<file path="src/rtl/axi_arb_pkg.sv">
// Shared types and grant encodings for the two-master AXI channel arbiter.
package axi_arb_pkg;

  typedef enum logic [1:0] {
    ARB_IDLE = 2'd0,
    ARB_ADDR = 2'd1,
    ARB_DATA = 2'd2,
    ARB_RESP = 2'd3
  } arb_state_e;

  localparam logic [1:0] GNT_NONE = 2'b00;
  localparam logic [1:0] GNT_M0   = 2'b01;
  localparam logic [1:0] GNT_M1   = 2'b10;

  // Picks the one-hot winner from the request pair; prio=0 favours M0 on a tie.
  function automatic logic [1:0] pick_grant(input logic [1:0] req, input logic prio);
    logic [1:0] g;
    g = GNT_NONE;
    case (req)
      2'b01:   g = GNT_M0;
      2'b10:   g = GNT_M1;
      2'b11:   g = prio ? GNT_M1 : GNT_M0;
      default: g = GNT_NONE;
    endcase
    return g;
  endfunction

endpackage

</file>
<file path="src/rtl/ax_arbiter.sv">
// Two-master round-robin arbiter for one AXI direction (write: AW/W/B, read: AR/R).
// Holds a one-hot grant from address acceptance until the burst (and the write
// response) completes, with an optional watchdog that forcibly releases a stuck grant.
module ax_arbiter
  import axi_arb_pkg::*;
#(
  parameter bit IS_WRITE    = 1'b1,
  parameter int TIMEOUT_CYC = 0,
  parameter int TO_W        = 16
) (
  input  logic       ACLK,
  input  logic       ARESETn,
  input  logic [1:0] axvalid_m,
  input  logic       axready_s,
  output logic [1:0] axready_m,
  output logic [1:0] gnt,
  input  logic       dvalid,
  input  logic       dready,
  input  logic       dlast,
  input  logic       bvalid,
  input  logic       bready,
  output logic       d_sel,
  output logic       busy,
  output logic       timeout
);

  // The watchdog fires during the cycle the counter reads TIMEOUT_CYC-1, so the
  // abort edge lands exactly TIMEOUT_CYC edges after DATA was entered.
  localparam bit WD_ON   = (TIMEOUT_CYC > 0);
  localparam int TO_LAST = (TIMEOUT_CYC > 0) ? (TIMEOUT_CYC - 1) : 0;
  localparam logic [TO_W-1:0] TO_LAST_W = TO_LAST[TO_W-1:0];
  localparam logic [TO_W-1:0] CNT_MAX   = {TO_W{1'b1}};

  arb_state_e      state, state_nxt;
  logic [1:0]      gnt_nxt;
  logic            prio, prio_nxt;
  logic [TO_W-1:0] cnt, cnt_nxt;
  logic            timeout_nxt;

  logic addr_hs;
  logic last_hs;
  logic b_hs;
  logic wd_expire;

  assign axready_m = (state == ARB_ADDR) ? (gnt & {2{axready_s}}) : GNT_NONE;
  assign d_sel     = (state == ARB_DATA);
  assign busy      = (state != ARB_IDLE);

  assign addr_hs   = |(axvalid_m & axready_m);
  assign last_hs   = dvalid & dready & dlast;
  assign b_hs      = bvalid & bready;
  assign wd_expire = WD_ON && (cnt == TO_LAST_W);

  // Next-state logic: arbitration in IDLE, then walk the transaction phases;
  // every release (normal or watchdog) drops the grant and hands priority to the other master.
  always_comb begin
    state_nxt   = state;
    gnt_nxt     = gnt;
    prio_nxt    = prio;
    cnt_nxt     = cnt;
    timeout_nxt = 1'b0;

    if (((state == ARB_DATA) || (state == ARB_RESP)) && (cnt != CNT_MAX)) begin
      cnt_nxt = cnt + {{(TO_W-1){1'b0}}, 1'b1};
    end

    case (state)
      ARB_IDLE: begin
        if (|axvalid_m) begin
          gnt_nxt   = pick_grant(axvalid_m, prio);
          state_nxt = ARB_ADDR;
        end
      end
      ARB_ADDR: begin
        if (addr_hs) begin
          state_nxt = ARB_DATA;
          cnt_nxt   = '0;
        end
      end
      ARB_DATA: begin
        if (last_hs) begin
          if (IS_WRITE) begin
            state_nxt = ARB_RESP;
          end else begin
            state_nxt = ARB_IDLE;
            gnt_nxt   = GNT_NONE;
            prio_nxt  = gnt[0];
          end
        end else if (wd_expire) begin
          state_nxt   = ARB_IDLE;
          gnt_nxt     = GNT_NONE;
          prio_nxt    = gnt[0];
          timeout_nxt = 1'b1;
        end
      end
      ARB_RESP: begin
        if (b_hs) begin
          state_nxt = ARB_IDLE;
          gnt_nxt   = GNT_NONE;
          prio_nxt  = gnt[0];
        end else if (wd_expire) begin
          state_nxt   = ARB_IDLE;
          gnt_nxt     = GNT_NONE;
          prio_nxt    = gnt[0];
          timeout_nxt = 1'b1;
        end
      end
      default: begin
        state_nxt = ARB_IDLE;
        gnt_nxt   = GNT_NONE;
      end
    endcase
  end

  // Arbiter state registers, cleared asynchronously so the grant drops the instant reset asserts.
  always_ff @(posedge ACLK or negedge ARESETn) begin
    if (!ARESETn) begin
      state   <= ARB_IDLE;
      gnt     <= GNT_NONE;
      prio    <= 1'b0;
      cnt     <= '0;
      timeout <= 1'b0;
    end else begin
      state   <= state_nxt;
      gnt     <= gnt_nxt;
      prio    <= prio_nxt;
      cnt     <= cnt_nxt;
      timeout <= timeout_nxt;
    end
  end

endmodule

</file>
<file path="config.mk">
export PLATFORM = sky130hd
export DESIGN_NAME = ax_arbiter
export DESIGN_NICKNAME = d
export VERILOG_FILES = /design/src/rtl/axi_arb_pkg.sv /design/src/rtl/ax_arbiter.sv
export SDC_FILE = /design/constraint.sdc
export NUM_CORES = 1
export LEC_CHECK = 0
export CAP_MARGIN = 25
export CORE_AREA = 2 2 39 41
export CTS_CLUSTER_DIAMETER = 150
export CTS_CLUSTER_SIZE = 16
export DETAILED_ROUTE_END_ITERATION = 12
export DIE_AREA = 0 0 41 43
export PLACE_DENSITY = 0.57
export REMOVE_ABC_BUFFERS = 1
export SYNTH_ARGS = -nofsm -noshare
export SYNTH_HDL_FRONTEND = slang
export SYNTH_SLANG_ARGS = --single-unit
</file>
<file path="constraint.sdc">
create_clock -name ACLK -period 3.4 [get_ports ACLK]
set_input_delay 0.34 -clock ACLK [delete_from_list [all_inputs] [get_ports ACLK]]
set_output_delay 0.34 -clock ACLK [all_outputs]
set_load 0.02 [all_outputs]
</file>
==> impl_summary.txt, run 1 <==
----------------------------------------------------
[Global routing]
  Via count of the first global-routing pass ... 338
  Met2 usage ... 15.9%
  Busiest layer in global routing ... met2
  Wire length of the first global-routing pass ... 1300 um
  Met1 track utilization from global routing ... 13.7%
  GR met3 Demand/Resource ... 6.28%
  Maximum number of pins on one net before global-route repair ... 6
  GR Overflow Total ... 0
  All-Layer GR Usage ... 11.2%
  Initial antenna violation count ... 0

[Clock network]
  Number of clock sinks ... 5
  Cells resized by post-CTS repair ... 0
  Clock latency reported for the late side of the worst-skew pair ... 0.24 ns
  Number of buffers on the longest clock path ... 2
  Root Driver ... clkbuf_4
  CTS tree ... yes
  Number of post-CTS setup repair buffers ... 0
  Cts-stage hold buffer count ... 0
  TritonCTS Buffers ... 3
  Number of H-tree branching levels ... 1
  Clock input transition at the sequential cells of the worst setup and hold paths ... 0.05 ns

[Floorplanning]
  Number of primary I/O pins ... 17
  Std-Cell Core Area ... 0.00138 mm2
  Chip Width ... 41 um
  DIE AREA ... 0.00176 mm2
  Cell row count ... 14
  Starting Density ... 26.0%
  Height of the die ... 43 um

[Cells and area]
  Share of layout cells above drive strength 1 ... 10.7%
  Final antenna diode count ... 0
  Area added between synthesis and finish ... 52.8%
  Post-route non-filler standard cell count ... 72
  Commonest non-fill, non-tap cell in the layout ... clkdlybuf4s50_1
  Commonest cells after routing, fill and taps aside ... 15 x clkdlybuf4s50_1, 5 x nand2_1, 5 x ha_1, 5 x dfrtp_1
  Final-stage net count ... 72
  Fill cells ... 144

[Timing]
  Clock tree skew after final layout ... 0.00108 ns
  Maximum operating frequency ... 488 MHz
  Final sum of negative setup slack ... 0 ns
  Post-route clock period utilization ... 60.2%
  Endpoints failing hold ... 0
  Max Transition Viols Final ... 0
  Finish-stage setup viols ... 0
  RSZ-0062 raised after global routing ... no
  Min cycle time layout ... 2.05 ns

[Power]
  Power density of the placed cells ... 260 mW/mm2
  Leakage power figure ... 0.266 nW
  Max rail drop VDD ... 0.214 mV

[Setup path]
  Worst-path fanout max ... 4
  Worst EP arrival ... 1.71 ns
  Critical-path top delay cell ... clkdlybuf4s50_1
  CP required ... 3.06 ns
  Max incr delay on CP ... 0.60 ns
  Category of the most critical setup path ... reg2out
  Endpoint kind of the worst setup timing path ... output port
  Critical path cell sequence ... inv_1, ha_1, and3_1, clkdlybuf4s50_1
  Startpoint class of the critical path ... flop

[Yosys]
  Avg Synthesized Cell Area ... 9.48 um2
  Synth warnings ... 0
  #FFs+latches synth ... 5
  Dominant combinational cell family by area after synthesis ... simple AND/OR/NAND/NOR gates
  Cell variety after synth ... 17
  Xor and xnor area share after synthesis ... 0%
  Synthesized instance count ... 38
  Simple-Gate Fraction of Synth Area ... 21.2%
  Sequential fraction of the synthesis area ... 34.7%
  Cell area after synthesis ... 360 um2
  Synth Area in Adders ... 17.4%
  Proportion of synthesized area in mux cells ... 10.1%
  Compound-gate portion of the synthesized area ... 10.4%

[Placement]
  Instance count after placement with tap cells included ... 68
  Detailed Place HPWL ... 649 um
  Routability Congestion ... 0.661
  Number of buffer cells added on primary ports ... 15

[Detailed routing]
  Total via count in the routed design ... 339
  Detailed-route wire length ... 764 um
  Number of remaining DRC errors ... 0
  Remaining number of nets flagged by the antenna check after routing ... 0
  Per-cell routed wire length ... 10.6 um
  Average vias per placed instance ... 4.71
  Pre-Repair DR Iteration Count ... 4
  Number of DRC violations after detailed-routing iteration 0 ... 10

[Run]
  Count of maximum capacitance violations ... 0

[Status]
  Run status ... finished, final reports clean

[Hold path]
  Worst min-delay path category ... in2async

----------------------------------------------------
synthesized netlist by cell type, drive strengths merged:
cell    count  share of area, %
conb        1               1.0
a221o       1               2.8
nand2       5               5.2
nand3       2               2.8
nor2        3               3.1
nand4b      2               4.9
inv         3               3.1
and3        2               3.5
mux2i       1               2.8
dfrtp       5                35
buf         1               2.1
o21ai       2               2.8
a22o        2               4.9
mux2        2               7.3
ha          5                17
nand2b      1               1.7
critical path, delay by kind of cell, from the launching register on:
kind                       cells  cell delay [ns]
adders and majority gates      1             0.19
buffers and inverters          2             0.72
DFF                            1             0.41
and+or+nand+nor                1             0.16
kinds of logic (layout without fill, tap and decap cells):
group	after synthesis	in the layout
and+or+nand+nor	15	15
adders and majority gates	5	5
AOI/OAI and AO/OA	5	5
DFF	5	5
buffers and inverters	4	22
muxes	3	3
other	1	1
per-layer routing:
metal / routed length (um) / part of all wire (%) / vias up
li1: - / - / 167
met1: 339 / 44 / 160
met2: 367 / 48 / 12
met3: 57 / 7.5 / 0
met4: 0 / 0 / 0
met5: 0 / 0 / -
path summary, 6_finish.rpt:
check,start,to,slack [ns],cells past startpoint
setup / recovery,state[1],axready_m[0],1.35,4
hold / removal,ARESETn,state[0],0.32,1
hold reg to reg,prio,prio,0.53,1
min in group ACLK,prio,prio,0.53,1
max in group asynchronous,ARESETn,state[1],2.88,1
setup reg to reg,state[1],state[1],1.66,5
where the power goes:
group	internal [mW]	switching, mW
combinational	0.00968	0.00534
sequential	0.0597	0
clock	0.0426	0.0259
total	0.112	0.0313
per-stage QoR:
step	utilization (%)	power (mW)	hold slack, ns	area (um2)	worst slack (ns)
after global routing	39.8	0.155	0.321	551	1.24
after floorplan	-	0.0627	0.0444	353	1.80
final	39.8	0.143	0.324	551	1.35
after detailed placement	37.8	0.0758	0.520	523	1.49
after CTS	39.8	0.148	0.321	551	1.33
after global placement	37.8	0.0757	0.537	523	1.48
sequential cells by signal (all words and copies together) (netlist names):
name and count:
gnt 2, state 2, prio 1
final cells by class:
class / instances / area [um2] / share of cell area (%)
Clock inverter: 1 / 5.00 / 0.909
Timing Repair Buffer: 15 / 150 / 27.3
Tap cell: 16 / 20.0 / 3.64
Sequential cell: 5 / 125 / 22.7
Inverter: 3 / 11.3 / 2.05
Multi-Input combinational cell: 29 / 216 / 39.3
Clock buffer: 3 / 22.5 / 4.09
No activity file was read; power rests on OpenSTA's default activity.
==> run 2: changes to the inputs <==
--- a/config.mk
+++ b/config.mk
@@ -11,7 +11,7 @@
 export CTS_CLUSTER_SIZE = 16
 export DETAILED_ROUTE_END_ITERATION = 12
 export DIE_AREA = 0 0 41 43
-export PLACE_DENSITY = 0.57
+export PLACE_DENSITY = 0.59
 export REMOVE_ABC_BUFFERS = 1
 export SYNTH_ARGS = -nofsm -noshare
 export SYNTH_HDL_FRONTEND = slang
==> constraint.sdc (replaced) <==
create_clock -name ACLK -period 1.8 [get_ports ACLK]
set_input_delay 0.18 -clock ACLK [delete_from_list [all_inputs] [get_ports ACLK]]
set_output_delay 0.18 -clock ACLK [all_outputs]
set_load 0.02 [all_outputs]
==> run 2 against run 1 <==
- cell area is the same
- register-to-register slack got worse by 1.5 ns
- sequential power up 89%
- clock power up 87%
- worst hold slack lost 0.16 ns
- global-route usage decreased by 1.1 points
- first-iteration DRC count decreased by 20%
- clock-buffer cell count grew 1
- sequential share of layout area is the same
- sequential cell count unchanged
- clock skew is 0.0061 ns higher
- core utilization unchanged
- largest cell class unchanged
- largest power group unchanged
==> impl_summary.txt, run 2 (same netlist as run 1, synthesis figures left out) <==
----------------------------------------------------
[Placement]
  Number of buffer cells added on primary ports ... 15 (unchanged)
  Detailed Place HPWL ... 625 um (-3.8%)
  Routability Congestion ... 0.644 (-2.5%)

[Clock network]
  Number of buffers on the longest clock path ... 2 (unchanged)
  Clock latency reported for the late side of the worst-skew pair ... 0.24 ns (about the same)
  TritonCTS Buffers ... 3 (unchanged)
  CTS tree ... yes
  Clock input transition at the sequential cells of the worst setup and hold paths ... 0.05 ns (about the same)
  Root Driver ... clkbuf_4
  Number of clock sinks ... 5 (unchanged)
  Number of H-tree branching levels ... 1 (unchanged)

[Power]
  Leakage power figure ... 0.288 nW (+8.5%)
  Fraction of power consumed by sequential logic ... 41.9% (+0.2 points)
  Max rail drop VDD ... 0.185 mV (-13%)
  Switching power ... 54.4 uW (+74%)
  Internal portion of total power ... 215 uW (+92%)
  Pwr Total ... 269 uW (+88%)
  Power density of the placed cells ... 489 mW/mm2 (+88%)
  Share of total power in the clock network ... 47.5% (-0.4 points)
  Part of the power in combinational logic ... 10.6% (about the same)
  Switching share of power ... 20.2% (-1.6 points)

[Floorplanning]
  Cell row count ... 14 (unchanged)
  Height of the die ... 43 um (unchanged)
  Chip Width ... 41 um (unchanged)
  Std-Cell Core Area ... 0.00138 mm2 (unchanged)
  Number of primary I/O pins ... 17 (unchanged)
  DIE AREA ... 0.00176 mm2 (unchanged)
  Starting Density ... 26.0% (unchanged)

[Global routing]
  All-Layer GR Usage ... 10.1% (-1.1 points)
  GR Overflow Total ... 0 (unchanged)
  Initial antenna violation count ... 0 (unchanged)
  Maximum number of pins on one net before global-route repair ... 6 (unchanged)
  Wire length of the first global-routing pass ... 1150 um (-12%)
  Via count of the first global-routing pass ... 312 (-7.7%)

[Timing]
  Min cycle time layout ... 1.67 ns
  Clock tree skew after final layout ... 0.00719 ns (+0.00611 ns)
  Endpoints failing hold ... 0 (unchanged)
  Finish-stage setup viols ... 0 (unchanged)
  RSZ-0062 raised after global routing ... no
  Post-route clock period utilization ... 92.7%
  Maximum operating frequency ... 599 MHz
  Final sum of negative setup slack ... 0 ns (unchanged)
  Max Transition Viols Final ... 0 (unchanged)

[Setup path]
  Max incr delay on CP ... 0.40 ns (-0.20 ns)
  Worst path top cell family by delay ... compound AO/OA/AOI/OAI gates
  Endpoint kind of the worst setup timing path ... flop
  Startpoint class of the critical path ... flop
  CP Buf/Inv Count ... 1 (-1)
  Worst EP arrival ... 1.79 ns (+0.08 ns)
  Category of the most critical setup path ... reg2reg
  CP required ... 1.92 ns (-1.14 ns)
  Critical-path top delay cell ... dfrtp_1
  Critical path cell sequence ... inv_1, ha_2, a22o_1, a221o_1, mux2_4
  Worst-path fanout max ... 5 (+1)

[Cells and area]
  Final antenna diode count ... 0 (unchanged)
  Largest registers ... gnt x2, state x2, prio x1
  Area added between synthesis and finish ... 52.8% (unchanged)
  Commonest non-fill, non-tap cell in the layout ... clkdlybuf4s50_1
  Final-stage net count ... 72 (unchanged)
  Commonest cells after routing, fill and taps aside ... 11 x clkdlybuf4s50_1, 5 x nand2_1, 5 x dfrtp_1
  Share of layout cells above drive strength 1 ... 10.7% (unchanged)

[Status]
  Run status ... finished, final reports clean

[Detailed routing]
  Total via count in the routed design ... 326 (-3.8%)
  Per-cell routed wire length ... 10.2 um (-3.9%)
  Detailed-route wire length ... 734 um (-3.9%)
  Pre-Repair DR Iteration Count ... 2 (-2)
  Remaining number of nets flagged by the antenna check after routing ... 0 (unchanged)
  Average vias per placed instance ... 4.53 (-3.8%)
  Number of DRC violations after detailed-routing iteration 0 ... 8 (-2)
  Number of remaining DRC errors ... 0 (unchanged)

[Run]
  Count of maximum capacitance violations ... 0 (unchanged)

[Hold path]
  Worst min-delay path category ... in2async

----------------------------------------------------
[run 2: power by group through the flow]
| stage | logic (mW) | clock network, mW | registers (mW) |
|---|---|---|---|
| floorplan | 0.00396 | 0 | 0.114 |
| global placement | 0.0285 | 0 | 0.114 |
| detailed placement | 0.0286 | 0 | 0.114 |
| CTS | 0.0288 | 0.136 | 0.113 |
| global route | 0.0311 | 0.142 | 0.113 |
| finish | 0.0284 | 0.128 | 0.113 |
[run 2: cell type report]
class / count / area (um2)
fillers: 147 / 833
multi-input cells: 29 / 219
repair buffers: 15 / 149
flip-flops and latches: 5 / 125
clock buffers: 4 / 26.3
well taps: 16 / 20.0
inverters: 3 / 11.3
[run 2: timing repair]
item / in CTS / in global routing
cloned: 0 / 0
hold buffers: 0 / 0
gates resized for setup: 3 / 2
endpoints found under the setup margin: 3 / 2
hold endpoints to repair: 0 / 0
buffers inserted: 0 / 0
[run 2: per-stage QoR]
| step | std cells | cell area (um2) | hold WS, ns | util, % | setup WS [ns] |
|---|---|---|---|---|---|
| 3_3_place_gp | 68 | 523 | 0.428 | 37.8 | 0.0780 |
| 3_5_place_dp | 68 | 523 | 0.428 | 37.8 | 0.0536 |
| 4_1_cts | 72 | 546 | 0.166 | 39.4 | 0.0350 |
| 5_1_grt | 72 | 551 | 0.176 | 39.8 | 0.0310 |
| 6_report | 72 | 551 | 0.166 | 39.8 | 0.131 |
| 2_1_floorplan | 37 | 353 | -0.116 | - | 0.195 |
[run 2: worst paths after layout]
path                          start  endpoint  slack [ns]  cells after the start
setup reg to reg           state[1]  state[1]        0.13                      5
min in group ACLK              prio      prio        0.52                      1
max in group asynchronous   ARESETn    gnt[1]        1.43                      1
hold reg to reg                prio      prio        0.52                      1
setup / recovery           state[1]  state[1]        0.13                      5
hold / removal              ARESETn  state[1]        0.17                      1
[run 2: metal layers]
| layer | wire length [um] | vias to the layer above | share of wire, % | track usage [%] |
|---|---|---|---|---|
| met5 | 0 | - | 0 | 0 |
| met4 | 6 | 0 | 0.82 | 8.00 |
| met3 | 72 | 2 | 9.8 | 3.14 |
| met2 | 376 | 12 | 51 | 16.3 |
| met1 | 279 | 146 | 38 | 9.74 |
| li1 | - | 166 | - | - |
